[src/rtl/reverb_mem_scheduler.sv]
// Reverb reflection-memory scheduler.
// Each sample period issues one feedback write and then one read per tap. A tap's read address
// is the write address minus the tap delay. Taps whose history has not been written yet return
// zero. Tap results are staged internally and published on taps_o once per completed frame.
module reverb_mem_scheduler #(
    parameter int unsigned NUM    = 8,
    parameter int unsigned AWIDTH = 13,
    parameter int unsigned DWIDTH = 16
) (
    input  logic                    clk_i,
    input  logic                    arst_n_i,
    input  logic                    sample_tick_i,
    input  logic                    enable_i,
    input  logic [NUM*AWIDTH-1:0]   delays_i,
    input  logic [DWIDTH-1:0]       wr_data_i,
    output logic                    mem_req_o,
    output logic                    mem_we_o,
    output logic [AWIDTH-1:0]       mem_addr_o,
    output logic [DWIDTH-1:0]       mem_wrdata_o,
    input  logic                    mem_gnt_i,
    input  logic                    mem_rdvalid_i,
    input  logic [DWIDTH-1:0]       mem_rddata_i,
    output logic [NUM*DWIDTH-1:0]   taps_o,
    output logic                    frame_valid_o,
    output logic                    overrun_o,
    output logic                    busy_o
);

    localparam int unsigned TW = (NUM > 1) ? $clog2(NUM) : 1;

    localparam logic [2:0] IDLE      = 3'd0;
    localparam logic [2:0] WAIT_TICK = 3'd1;
    localparam logic [2:0] WRITE     = 3'd2;
    localparam logic [2:0] RD_REQ    = 3'd3;
    localparam logic [2:0] RD_WAIT   = 3'd4;
    localparam logic [2:0] DONE      = 3'd5;

    logic [2:0]              state, state_nx;
    logic [AWIDTH-1:0]       wr_addr, wr_addr_nx;
    logic [AWIDTH-1:0]       fill_cnt, fill_cnt_nx;
    logic [TW-1:0]           tap_idx, tap_idx_nx;
    logic [NUM*AWIDTH-1:0]   delays, delays_nx;
    logic [NUM*DWIDTH-1:0]   stage, stage_nx;
    logic [NUM*DWIDTH-1:0]   taps_nx;
    logic                    req_nx, we_nx, fv_nx, ovr_nx;
    logic [AWIDTH-1:0]       addr_nx;
    logic [DWIDTH-1:0]       wrdata_nx;

    logic [AWIDTH-1:0]       cur_delay;
    logic                    skip_tap;
    logic                    last_tap;
    logic                    tap_done;

    // Busy covers every state that belongs to a frame in flight.
    assign busy_o = (state != IDLE) && (state != WAIT_TICK);

    // Per-tap decode: disabled taps and taps reaching past the filled history are skipped.
    always_comb begin
        cur_delay = delays[tap_idx*AWIDTH +: AWIDTH];
        skip_tap  = (cur_delay == '0) || (fill_cnt < cur_delay);
        last_tap  = (tap_idx == TW'(NUM - 1));
    end

    // Next-state and registered-output logic for the frame sequencer.
    always_comb begin
        state_nx    = state;
        wr_addr_nx  = wr_addr;
        fill_cnt_nx = fill_cnt;
        tap_idx_nx  = tap_idx;
        delays_nx   = delays;
        stage_nx    = stage;
        taps_nx     = taps_o;
        req_nx      = mem_req_o;
        we_nx       = mem_we_o;
        addr_nx     = mem_addr_o;
        wrdata_nx   = mem_wrdata_o;
        fv_nx       = 1'b0;
        ovr_nx      = sample_tick_i && busy_o;
        tap_done    = 1'b0;

        case (state)
            IDLE: begin
                if (enable_i) state_nx = WAIT_TICK;
            end
            WAIT_TICK: begin
                if (!enable_i) begin
                    state_nx    = IDLE;
                    fill_cnt_nx = '0;
                    taps_nx     = '0;
                end else if (sample_tick_i) begin
                    delays_nx  = delays_i;
                    wrdata_nx  = wr_data_i;
                    tap_idx_nx = '0;
                    req_nx     = 1'b1;
                    we_nx      = 1'b1;
                    addr_nx    = wr_addr;
                    state_nx   = WRITE;
                end
            end
            WRITE: begin
                if (mem_gnt_i) begin
                    req_nx   = 1'b0;
                    we_nx    = 1'b0;
                    state_nx = RD_REQ;
                end
            end
            RD_REQ: begin
                // First cycle decides the tap; a raised request then waits here for its grant.
                if (mem_req_o) begin
                    if (mem_gnt_i) begin
                        req_nx   = 1'b0;
                        state_nx = RD_WAIT;
                    end
                end else if (skip_tap) begin
                    stage_nx[tap_idx*DWIDTH +: DWIDTH] = '0;
                    tap_done = 1'b1;
                end else begin
                    req_nx  = 1'b1;
                    we_nx   = 1'b0;
                    addr_nx = wr_addr - cur_delay;
                end
            end
            RD_WAIT: begin
                if (mem_rdvalid_i) begin
                    stage_nx[tap_idx*DWIDTH +: DWIDTH] = mem_rddata_i;
                    tap_done = 1'b1;
                end
            end
            DONE: begin
                wr_addr_nx = wr_addr + 1'b1;
                if (fill_cnt != '1) fill_cnt_nx = fill_cnt + 1'b1;
                state_nx = WAIT_TICK;
            end
            default: state_nx = IDLE;
        endcase

        // Publish the staged vector together with the frame_valid pulse so both appear in DONE.
        if (tap_done) begin
            if (last_tap) begin
                state_nx = DONE;
                fv_nx    = 1'b1;
                taps_nx  = stage_nx;
            end else begin
                tap_idx_nx = tap_idx + 1'b1;
                state_nx   = RD_REQ;
            end
        end
    end

    // State and output registers with asynchronous active-low reset.
    always_ff @(posedge clk_i or negedge arst_n_i) begin
        if (!arst_n_i) begin
            state         <= IDLE;
            wr_addr       <= '0;
            fill_cnt      <= '0;
            tap_idx       <= '0;
            delays        <= '0;
            stage         <= '0;
            taps_o        <= '0;
            mem_req_o     <= 1'b0;
            mem_we_o      <= 1'b0;
            mem_addr_o    <= '0;
            mem_wrdata_o  <= '0;
            frame_valid_o <= 1'b0;
            overrun_o     <= 1'b0;
        end else begin
            state         <= state_nx;
            wr_addr       <= wr_addr_nx;
            fill_cnt      <= fill_cnt_nx;
            tap_idx       <= tap_idx_nx;
            delays        <= delays_nx;
            stage         <= stage_nx;
            taps_o        <= taps_nx;
            mem_req_o     <= req_nx;
            mem_we_o      <= we_nx;
            mem_addr_o    <= addr_nx;
            mem_wrdata_o  <= wrdata_nx;
            frame_valid_o <= fv_nx;
            overrun_o     <= ovr_nx;
        end
    end

endmodule

[config.mk]
export PLATFORM = sky130hd
export DESIGN_NAME = reverb_mem_scheduler
export DESIGN_NICKNAME = d
export VERILOG_FILES = /design/src/rtl/reverb_mem_scheduler.sv
export SDC_FILE = /design/constraint.sdc
export NUM_CORES = 1
export LEC_CHECK = 0
export CELL_PAD_IN_SITES_DETAIL_PLACEMENT = 1
export CELL_PAD_IN_SITES_GLOBAL_PLACEMENT = 2
export CORE_MARGIN = 4
export CORE_UTILIZATION = 31
export CTS_CLUSTER_SIZE = 24
export DETAILED_ROUTE_END_ITERATION = 12
export PLACE_DENSITY_LB_ADDON = 0.1
export SYNTH_ARGS = -nofsm -noshare
export SYNTH_HDL_FRONTEND = slang
export SYNTH_SLANG_ARGS = --single-unit
[constraint.sdc]
create_clock -name clk_i -period 4 [get_ports clk_i]
set_input_delay 1 -clock clk_i [delete_from_list [all_inputs] [get_ports clk_i]]
set_output_delay 1 -clock clk_i [all_outputs]
set_load 0.05 [all_outputs]
==> impl_results.md <==
* Placement Rows at 90
* Number of synthesis warnings at 0
* DRC viols at 0
* Final number of setup-violating endpoints at 0
* Reg2reg start: tap_idx[0]
* Crit path buf inv count at 4
* Worst rel slew slack at 36.51%
* 1st-iter DRT viols at between 900 and 1000
* Setup CP Type: flop to flop
* WP data arrival at between 4 and 5 ns
* Slew Viols, Final at 0
* CTS tree: yes
* Met1 usage at 29.65%
* Req. time, crit path at between 4 and 5 ns
* H-tree Lvls at 2
* Height of the die at 256.3 µm
* Avg Inst Size Synth at roughly 10 µm²
* Global-route wire length before repair at 109300 µm
* Die area at about 0.066 mm²
* Final ANT Viol Nets at 0
* Asr flop ratio synth at 100.0%
* Outcome: complete, no violations
* Max IR drop VDD at approximately 0.34 mV
* Global-route usage over all layers at a little over a fifth
* Internal power at 10.47 mW
* Share of cells above drive strength 1 at 11.86%
* Number of enable flip-flop cells after synthesis at 0
* Met2 Resource Use GR at approximately 35%
* I/O Buffers at 303
* Crit end category: flop
* Sw frac at 36.34%
* Vias in the first global route at around 17000
* Post-CTS Hold Buffers at 0
* Largest net degree at the start of global routing at around 120
* Fmax at between 200 and 300 MHz
* Die width at 256.3 µm
* Worst clock skew at about 0.023 ns
* Worst Hold Class: primary input to async pin
* Final global-route overflow total at 0
* Ys flop type: dfrtp_1
* PwrDens at between 600 and 700 mW/mm²
* Post-synthesis sequential area ratio at 55.63%
* Cell accounting for the most synthesized area: dfrtp_1
* DP HPWL at a little over 50000 µm
* # nets final at between 2000 and 2500
* Clock latency on the worst-skew pair at a little under 0.6 ns
* Initial core utilization at roughly a third
* FF+latch count, synth at between 400 and 500
* Top cell type's share of synthesized area at between 50 and 60%
* Worst-path cell chain: buf_12 > mux4_2 > mux2i_1 > buf_4 > ha_1 > nand4_1 > or4_1 > a211oi_2 > a211o_1 > o21ai_2 > a21oi_2 > buf_4 > buf_4 > nor3_4 > a221o_1
* Reg2reg path depth at 15
* Hold Vio Cnt, Final at 0
* Clk sink count at roughly 430
* Routability-driven placement congestion ratio at approximately 0.84
* Post-synthesis instance total at approximately 1900
* Post-Syn Area at about 0.019 mm²
* Grt met3 use at roughly 4.5%
* RR Endpoint: taps_o[43]
* Utilization after layout at approximately 42%
* Final Critical Period at about 3.8 ns
* CP max-delay cell: or4_1
* Part of the power in registers at a little under two fifths
* LEAKAGE at ~12 nW
* Initial antenna violation count at 7
* Wire per inst at between 20 and 25 µm
* Max-Cap Viols at 0
* Clock share of power at ~28%
* CP max FO at 16
* Worst reg2reg setup slack at about 0.18 ns
* Critical Path Source Type: flop
* Global routing's busiest layer: met2
* I/O pins at 304
* First-pass DRT Iterations at 5
* Tightest Pin Transition at between 0.9 and 1 ns
* Syn Nets at around 2000
* WP depth at 15
* Top-count cell post-synth: nand2_1
* Cell family with most CP delay: compound AO/OA/AOI/OAI gates
* Synth unique cells at 67
* Clock Tree Root: clkbuf_16
* P&R area growth vs syn at 33.54%
* Clock Tree Buf Depth at 3
* Worst-path clk slew at ~0.060 ns
* Commonest cells in the synthesized netlist: nand2_1 (525), dfrtp_1 (425), nor2_1 (146), a22o_1 (89), clkbuf_1 (85)
* Hold_ws at 0.4116 ns
* Vias/cell at roughly 5.2
* Wirelength, routed at roughly 71000 µm
* Vias at between 15000 and 20000
* Top cells by area, synth: dfrtp_1 (56%), nand2_1 (10%), a22o_1 (4.1%), a221o_1 (4.0%), mux4_2 (3.1%)
* Most frequent cell on the critical path: buf_4
* Core area at approximately 0.061 mm²
* Sw Pwr at between 5 and 6 mW
* Max incr delay on CP at roughly 0.57 ns
* Fin crit share at a little over nine tenths
* Number of buffers created by CTS at 50
* Combinational share of power at 35.6%
## kinds of logic (layout without fill, tap and decap cells)
| group | after synthesis | after routing | synth area share [%] |
|---|---|---|---|
| AND/OR/NAND/NOR | 798 | 798 | 17.36 |
| flip-flops | 425 | 425 | 55.63 |
| AO/OA/AOI/OAI | 370 | 370 | 14.87 |
| buffers and inverters | 141 | 526 | 3.161 |
| multiplexers | 72 | 72 | 5.543 |
| adder cells (fa/ha/maj) | 31 | 31 | 2.068 |
| XOR/XNOR | 30 | 30 | 1.374 |
| other | 0 | 3 | 0 |
## state kept, by name, summed over array words and instances (netlist names)
| name | count |
|---|---|
| stage | 128 |
| taps_o | 128 |
| delays | 104 |
| mem_wrdata_o | 16 |
| fill_cnt | 13 |
| mem_addr_o | 13 |
| wr_addr | 13 |
| state | 3 |
| tap_idx | 3 |
| frame_valid_o | 1 |
| mem_req_o | 1 |
| mem_we_o | 1 |
| overrun_o | 1 |
## power by group through the flow
stage / clock (mW) / combinational (mW) / sequential (mW)
2_1_floorplan: 0 / 3.14 / 6.31
3_3_place_gp: 0 / 5.70 / 6.10
3_5_place_dp: 0 / 5.80 / 6.13
4_1_cts: 4.65 / 5.84 / 6.07
5_1_grt: 4.84 / 6.45 / 6.19
6_report: 4.52 / 5.85 / 6.06
## worst register-to-register path, cell delays in order, from the launching register on
cell,delay (ns)
dfrtp_2,0.48
buf_12,0.21
mux4_2,0.51
mux2i_1,0.16
buf_4,0.18
ha_1,0.16
nand4_1,0.07
or4_1,0.57
a211oi_2,0.18
a211o_1,0.16
o21ai_2,0.10
a21oi_2,0.19
buf_4,0.21
buf_4,0.14
nor3_4,0.07
a221o_1,0.32
## worst max path at each step
stage / start / end / slack [ns]
floorplan: tap_idx[0] / taps_o[48] / 0.03
global placement: tap_idx[0] / taps_o[86] / -0.16
detailed placement: tap_idx[0] / taps_o[88] / -0.20
CTS: tap_idx[0] / taps_o[100] / 0.002
global route: tap_idx[0] / taps_o[115] / -0.01
finish: tap_idx[0] / taps_o[43] / 0.18
## per-layer routing
metal  wire (µm)  vias up
met5          55        -
met4         771        8
met3        3781       64
met2       33530      346
met1       33020     8112
li1            -     7249
## placed cells by master (no fill, tap or decap), drive strengths merged, types with 15 or more instances in the layout
cell           instances
mux2i                 35
a22o                  89
a221o                 76
nor2                 146
nor3                  22
a21oi                 72
dfrtp                425
mux4                  26
nand3                 25
ha                    30
buf                  121
clkbuf                74
nand4                 15
inv                   18
a21o                  29
clkdlybuf4s50        302
o21ai                 41
nand2                526
xor2                  16
## cell type report
| cell class | instances | area (µm²) |
|---|---|---|
| Antenna cell | 3 | 7.507 |
| Tap cell | 782 | 978.4 |
| Multi-Input combinational cell | 1301 | 7984 |
| Clock inverter | 11 | 173.9 |
| Timing Repair Buffer | 424 | 4263 |
| Sequential cell | 425 | 10640 |
| Clock buffer | 73 | 1418 |
| Inverter | 18 | 70.07 |
| Fill cell | 6677 | 35170 |
## per-stage QoR
stage	instance area, µm²	setup WS, ns	total power [mW]	setup TNS (ns)	cells
after floorplan	19120	0.02789	9.449	0	1867
after global placement	23770	-0.1551	11.80	-4.928	2946
after detailed placement	23770	-0.2002	11.93	-7.620	2946
final	25530	0.1772	16.44	0	3037
after global routing	25530	-0.01386	17.48	-0.02798	3036
after CTS	25400	0.002190	16.56	0	3030
## timing repair
action | CTS | global route
pin swaps | 0 | 3
resized for setup | 5 | 19
setup buffers | 0 | 3
setup endpoints to repair | 67 | 143
cloned | 0 | 1
(Power assumes the default switching activity.)
